### src/rtl/answer_judge.sv
// Answer-checking unit: latches the expected factor pair, judges submissions order-independently,
// tracks wrong answers per question. Define ANSWER_JUDGE_TIMEOUT_EN to compile in the answer timer.
module answer_judge #(
  parameter int TIME_LIMIT = 500_000_000,
  parameter int W          = 4
) (
  input  logic                CLK,
  input  logic                RST,
  input  logic                QUE,
  input  logic signed [W-1:0] EXP_P,
  input  logic signed [W-1:0] EXP_Q,
  input  logic signed [W-1:0] ANS_A,
  input  logic signed [W-1:0] ANS_B,
  input  logic                SUBMIT,
  output logic [1:0]          JUDG,
  output logic                OK,
  output logic [1:0]          WRONG,
  output logic                BUSY
);

  typedef enum logic [1:0] {S_IDLE, S_WAIT, S_CHECK, S_RESULT} state_t;

  localparam logic [1:0] J_NONE    = 2'b00;
  localparam logic [1:0] J_CORRECT = 2'b01;
  localparam logic [1:0] J_WRONG   = 2'b10;
  localparam logic [1:0] J_TIMEOUT = 2'b11;

  if (TIME_LIMIT < 2) begin : g_bad_time_limit
    $error("answer_judge: TIME_LIMIT must be at least 2");
  end

  state_t              state_q, state_d;
  logic signed [W-1:0] fac_p_q, fac_p_d, fac_q_q, fac_q_d;
  logic signed [W-1:0] ans_a_q, ans_a_d, ans_b_q, ans_b_d;
  logic [1:0]          judg_q, judg_d;
  logic [1:0]          wrong_q, wrong_d;
  logic                ok_q, ok_d;
  logic                busy_q, busy_d;
  logic                expired;
  logic                match;

`ifdef ANSWER_JUDGE_TIMEOUT_EN
  localparam int TW = $clog2(TIME_LIMIT);

  logic [TW-1:0] timer_q, timer_d;

  assign expired = (timer_q == '0);

  // Timer parks at zero so an expiry during CHECK is still seen on the return to WAIT.
  always_comb begin
    timer_d = timer_q;
    if (state_q == S_IDLE && QUE) begin
      timer_d = TW'(TIME_LIMIT - 1);
    end else if ((state_q == S_WAIT || state_q == S_CHECK) && !expired) begin
      timer_d = timer_q - TW'(1);
    end
  end

  always_ff @(posedge CLK) begin
    if (RST) timer_q <= '0;
    else     timer_q <= timer_d;
  end
`else
  assign expired = 1'b0;
`endif

  assign match = ((ans_a_q == fac_p_q) && (ans_b_q == fac_q_q)) ||
                 ((ans_a_q == fac_q_q) && (ans_b_q == fac_p_q));

  // NOTE: every next-state variable gets its default first, so no path leaves one unassigned
  // and no latch is inferred.
  always_comb begin
    state_d = state_q;
    fac_p_d = fac_p_q;
    fac_q_d = fac_q_q;
    ans_a_d = ans_a_q;
    ans_b_d = ans_b_q;
    judg_d  = J_NONE;
    ok_d    = ok_q;
    wrong_d = wrong_q;
    unique case (state_q)
      S_IDLE: begin
        if (QUE) begin
          fac_p_d = EXP_P;
          fac_q_d = EXP_Q;
          ok_d    = 1'b0;
          wrong_d = '0;
          state_d = S_WAIT;
        end
      end
      S_WAIT: begin
        if (SUBMIT) begin
          ans_a_d = ANS_A;
          ans_b_d = ANS_B;
          state_d = S_CHECK;
        end else if (expired) begin
          judg_d  = J_TIMEOUT;
          state_d = S_RESULT;
        end
      end
      S_CHECK: begin
        judg_d  = match ? J_CORRECT : J_WRONG;
        state_d = S_RESULT;
      end
      S_RESULT: begin
        // judg_q holds the code decided on entry, so it doubles as the result register.
        unique case (judg_q)
          J_CORRECT: begin
            ok_d    = 1'b1;
            state_d = S_IDLE;
          end
          J_WRONG: begin
            if (wrong_q != 2'b11) wrong_d = wrong_q + 2'b01;
            state_d = S_WAIT;
          end
          default: state_d = S_IDLE;
        endcase
      end
      default: state_d = S_IDLE;
    endcase
  end

  assign busy_d = (state_d != S_IDLE);

  // NOTE: sequential state uses non-blocking assignments so all registers update together.
  always_ff @(posedge CLK) begin
    if (RST) begin
      state_q <= S_IDLE;
      fac_p_q <= '0;
      fac_q_q <= '0;
      ans_a_q <= '0;
      ans_b_q <= '0;
      judg_q  <= J_NONE;
      ok_q    <= 1'b0;
      wrong_q <= '0;
      busy_q  <= 1'b0;
    end else begin
      state_q <= state_d;
      fac_p_q <= fac_p_d;
      fac_q_q <= fac_q_d;
      ans_a_q <= ans_a_d;
      ans_b_q <= ans_b_d;
      judg_q  <= judg_d;
      ok_q    <= ok_d;
      wrong_q <= wrong_d;
      busy_q  <= busy_d;
    end
  end

  assign JUDG  = judg_q;
  assign OK    = ok_q;
  assign WRONG = wrong_q;
  assign BUSY  = busy_q;

endmodule
### config.mk
export PLATFORM = sky130hd
export DESIGN_NAME = answer_judge
export DESIGN_NICKNAME = d
export VERILOG_FILES = /design/src/rtl/answer_judge.sv
export SDC_FILE = /design/constraint.sdc
export NUM_CORES = 1
export LEC_CHECK = 0
export ABC_AREA = 1
export BUFFER_PORTS_ARGS = -buffer_cell sky130_fd_sc_hd__buf_4
export CAP_MARGIN = 30
export CORE_MARGIN = 4
export CORE_UTILIZATION = 35
export CTS_BUF_LIST = sky130_fd_sc_hd__clkbuf_8
export CTS_CLUSTER_DIAMETER = 100
export DETAILED_ROUTE_END_ITERATION = 12
export SLEW_MARGIN = 30
export SYNTH_ARGS = -nofsm -noshare
export SYNTH_HDL_FRONTEND = slang
export SYNTH_SLANG_ARGS = --single-unit
export TNS_END_PERCENT = 10
### constraint.sdc
create_clock -name CLK -period 1.4 [get_ports CLK]
set_input_delay 0.14 -clock CLK [delete_from_list [all_inputs] [get_ports CLK]]
set_output_delay 0.14 -clock CLK [all_outputs]
set_load 0.02 [all_outputs]
Word-level counts from Yosys, hierarchy flattened
Index checks and enable logic that the tools add are counted.
{ "word_totals": {"reg_bits": 24, "wordCells": 48, "output_inout_bits": 6} }
{ "op_classes": {"bitwise_logic": 1, "eq_ne": 14, "n_addsub": 1, "n_reduce_logical": 11, "muxes": 12} }
{ "op_table": {"columns": ["op", "count"], "rows": [
  ["4-bit == test", 4],
  ["2-bit two-way mux", 6],
  ["2-bit != test (second input constant)", 4],
  ["2-bit case mux with 4 select lines", 1],
  ["2-bit == test (second input constant)", 3],
  ["2-bit by 1-bit == test with 1-bit output (second input constant)", 2],
  ["2-bit case mux with 2 select lines", 1],
  ["2-bit AND reduction", 2],
  ["4-bit AND reduction", 1],
  ["2-bit nonzero test", 2],
  ["1-bit two-way mux", 3],
  ["3-bit AND reduction", 1],
  ["2-bit by 1-bit adder with 2-bit output (second input constant)", 1],
  ["1-bit logical AND", 2],
  ["2-bit zero test", 1],
  ["2-bit by 1-bit != test with 1-bit output (second input constant)", 1],
  ["1-bit case mux with 2 select lines", 1],
  ["2-bit OR reduction", 1],
  ["1-bit logical OR", 1],
  ["1-bit inverter", 1]
]} }

Longest topological paths before layout
{ "logic_depth": {"ltp_word": 4, "depth_mapped": 8, "depth_no_buf": 8} }

Worst setup path before layout
OpenSTA, ideal clock, no wires.
{ "synth_timing": {"path_kind": "register to register", "startpoint": "register wrong_q[0], in the netlist WRONG[0]", "endpoint": "register wrong_q[0], in the netlist WRONG[0]", "synth_period_minus_slack_ns": 1.089, "arrival_time_ns": 0.976, "setup_time_ns": 0.113, "setup_slack_ns": 0.311, "path_stages_with_launch": 8, "cell_sequence": "dfxtp_1 > ha_1 > nand2_1 > nand2_1 > nor2_2 > nand2_1 > nand2_1 > nor2_1"} }
{ "synth_via": {"elab_chain_cells": 4} }
{ "synth_rtl": {"columns": ["item", "line_no", "text"], "rows": [
  ["start: declaration", "36", "logic [1:0] wrong_q, wrong_d;"],
  ["start signal: assignment", "145", "wrong_q <= wrong_d;"],
  ["2-bit by 1-bit adder with 2-bit output", "113", "if (wrong_q != 2'b11) wrong_d = wrong_q + 2'b01;"],
  ["2-bit two-way mux", "113", null],
  ["2-bit two-way mux", "107", "unique case (judg_q)"],
  ["2-bit case mux with 2 select lines", "81", "unique case (state_q)"]
]} }
Parallel ways exist; a longest one is shown, timed or not. The select of a mux whose other input is x is not followed.
A chain may end at the register's enable or synchronous reset.

Final worst setup path
{ "layout_timing": {"startpoint": "register state_q[1]", "endpoint": "register fac_q_q[3]"} }
{ "layout_via": {"elab_chain_cells": 2} }
{ "layout_rtl": {"columns": ["item", "line_no", "text"], "rows": [
  ["start: declaration", "32", "state_t state_q, state_d;"],
  ["start signal: assignment", "138", "state_q <= state_d;"],
  ["2-bit zero test", "81", null],
  ["2-bit AND reduction (no line)", null, null],
  ["end signal: assignment", "140", "fac_q_q <= fac_q_d;"],
  ["end: declaration", "33", "logic signed [W-1:0] fac_p_q, fac_p_d, fac_q_q, fac_q_d;"]
]} }
Every way passes these cells.

==> out/qor.csv <==
metric,value,unit
worstHoldEndpoint,OK,
grt_usage,0.117,
muxShareOfSynthArea,0,
postCtsSetupBuffers,0,
final.setup_skew,0.00939,ns
cts-resized-gates,0,
firstDrtPassIters,4,
cts_hold_buf,0,
yosys.area_share.simple,0.241,
synthAdderAreaFrac,0.0110,
grt_max_degree,19,
die_x,65.1,µm
tightest_slew,0.320,ns
reg2reg_to,fac_q_q[3],
critPathRequiredTime,1.54,ns
cts.sinks,24,
maxCapViolations,0,
setup-tns-final,0,ns
outcome,"finished, final reports clean",
synth_fp_nets,182,
hold_slack,0.0574,ns
crit_arrival,1.31,ns
io_pins,26,
yosys_warnings,0,
powerDensity,1140,mW/mm²
place_hpwl,1830,µm
routedWlPerCell,10.0,µm
crit-reg2reg-launch,state_q[1],
synthTopCellsByArea,"dfxtp_1, nand2_1, xnor2_1, a21oi_1, inv_1",
grt_pass1_wl,3900,µm
rows,20,
worstPathMaxFanout,18,
port_buffers,25,
vias,1041,
cts_buffers,3,
grt-ovfl-total,0,
drc,0,
hold_viol,0,
die_h,65.1,µm
seq_area_frac_synth,0.422,
gp_congestion,0.776,
grt_antenna_before_repair,0,
holdPathStages,2,
initial_core_util,0.370,
clkTransAtPathRegs,0.09,ns
vias_per_cell,4.49,
netlist-cell-type-count,20,
rsz0062_at_grt,no,
worstSetupStartpointType,flip-flop,
setup_violations,0,
synth_top_family_by_area,simple AND/OR/NAND/NOR gates,
ant_nets,0,
drive_gt1_frac,0.191,
ys_seq_elements,24,
area_growth_syn_to_layout,24.8,%
synthXorXnorAreaFrac,0.0768,
clk_latency,0.27,ns
synth_area,0.00114,mm²
grt_pass1_vias,915,
fmax,857,MHz
die-area,0.00423,mm²
cts_tree,yes,
p_leak,0.659,nW
fin_nets,210,
crit_start,state_q[1],
finalCritPeriodShare,0.834,
reg2reg_slack,0.23,ns
hold_path.class,in -> reg,
synth_compound_area_frac,0.157,
post-route-min-period,1.17,ns
root_buffer,clkbuf_8,
criticalPathCategory,reg -> reg,
htreeDepth,1,
slew_headroom,0.786,
postSynthAreaPerCell,7.08,µm²
synth_top_cell_area_share,0.422,
clockBufferDepth,2,
synth_top_area_cell,dfxtp_1,
diodes,0,
synthCells,161,
drt-total-wl,2320,µm
ir_worst_vdd,0.000634,V
core-area,0.00308,mm²
min_from,RST,
maxSlewViolCount,0,
reg2reg_depth,4,
crit_path_end_kind,flip-flop,
drtIter0Drc,26,
## layout make-up
type	instances	area, µm²
Fill cell	324	1660
Timing Repair Buffer	27	203
Inverter	20	75.1
Multi-Input combinational cell	113	554
Sequential cell	24	480
Clock buffer	4	55.1
Tap cell	44	55.1
## stage by stage
stage          setup WS (ns)  instance area [µm²]  utilization  instances  power [mW]
6_report               0.233                 1420        0.462        232        1.62
3_5_place_dp           0.212                 1370        0.444        228        1.18
3_3_place_gp           0.245                 1370        0.444        228        1.17
2_1_floorplan          0.311                 1140            -        161        1.07
4_1_cts                0.201                 1420        0.462        232        1.64
5_1_grt               0.0741                 1420        0.462        232        1.73
## cell usage after synthesis
cell,number
a21o_1,1
a21oi_1,16
a31oi_1,1
buf_6,2
clkbuf_1,2
dfxtp_1,24
ha_1,1
inv_1,19
inv_2,1
nand2_1,40
nand2_2,1
nand3_1,3
nand3_2,1
nand3b_1,1
nor2_1,18
nor2_2,2
o21ai_0,14
o21ai_1,3
or2_1,1
xnor2_1,10
## power breakdown
part | switching, mW | leakage [nW] | total, mW | internal (mW)
Combinational | 0.190 | 0.433 | 0.357 | 0.167
Clock | 0.210 | 0.0288 | 0.461 | 0.251
Sequential | 0.0552 | 0.197 | 0.798 | 0.743
## layer usage
| metal | track usage | vias to the layer above | wire length [µm] |
|---|---|---|---|
| li1 | - | 559 | - |
| met1 | 0.155 | 463 | 1100 |
| met2 | 0.183 | 17 | 1080 |
| met3 | 0.0416 | 2 | 121 |
| met4 | 0.0233 | 0 | 19 |
| met5 | 0 | - | 0 |
## cell families (layout without fill, tap and decap cells)
| group | after synthesis | count (layout) |
|---|---|---|
| simple gates | 67 | 67 |
| compound gates | 35 | 35 |
| flops | 24 | 24 |
| buf+inv | 24 | 51 |
| xor+xnor | 10 | 10 |
| fa+ha+maj | 1 | 1 |
## critical path, cell delays in order, from the launching register on
cell and delay, ns:
dfxtp_1 0.36, nor2_2 0.18, nand2_2 0.23, o21ai_0 0.22, a21oi_1 0.06
## layout by cell type, fill, tap and decap left out
| cell type | instances |
|---|---|
| inv_1 | 19 |
| a21oi_1 | 16 |
| nand3b_1 | 1 |
| buf_4 | 27 |
| a21o_1 | 1 |
| ha_1 | 1 |
| o21ai_0 | 14 |
| inv_2 | 1 |
| nor2_1 | 18 |
| clkbuf_8 | 4 |
| a31oi_1 | 1 |
| or2_1 | 1 |
| o21ai_1 | 3 |
| nor2_2 | 2 |
| nand3_2 | 1 |
| nand2_1 | 40 |
| xnor2_1 | 10 |
| nand3_1 | 3 |
| nand2_2 | 1 |
| dfxtp_1 | 24 |
## sequential cells by signal, summed over array words and instances (netlist names)
name and cells:
fac_p_q 4, ans_a_q 4, BUSY 1, fac_q_q 4
state_q 2, JUDG 2, ans_b_q 4, WRONG 2
OK 1
## how the worst max path moves through the flow
stage	cells after the start	to	slack [ns]
after floorplan	7	WRONG[0]	0.31
after CTS	4	fac_q_q[3]	0.20
after global routing	4	fac_p_q[0]	0.07
after global placement	4	fac_p_q[0]	0.24
after detailed placement	4	fac_q_q[3]	0.21
final	4	fac_q_q[3]	0.23
No activity file was read; power rests on OpenSTA's default activity.
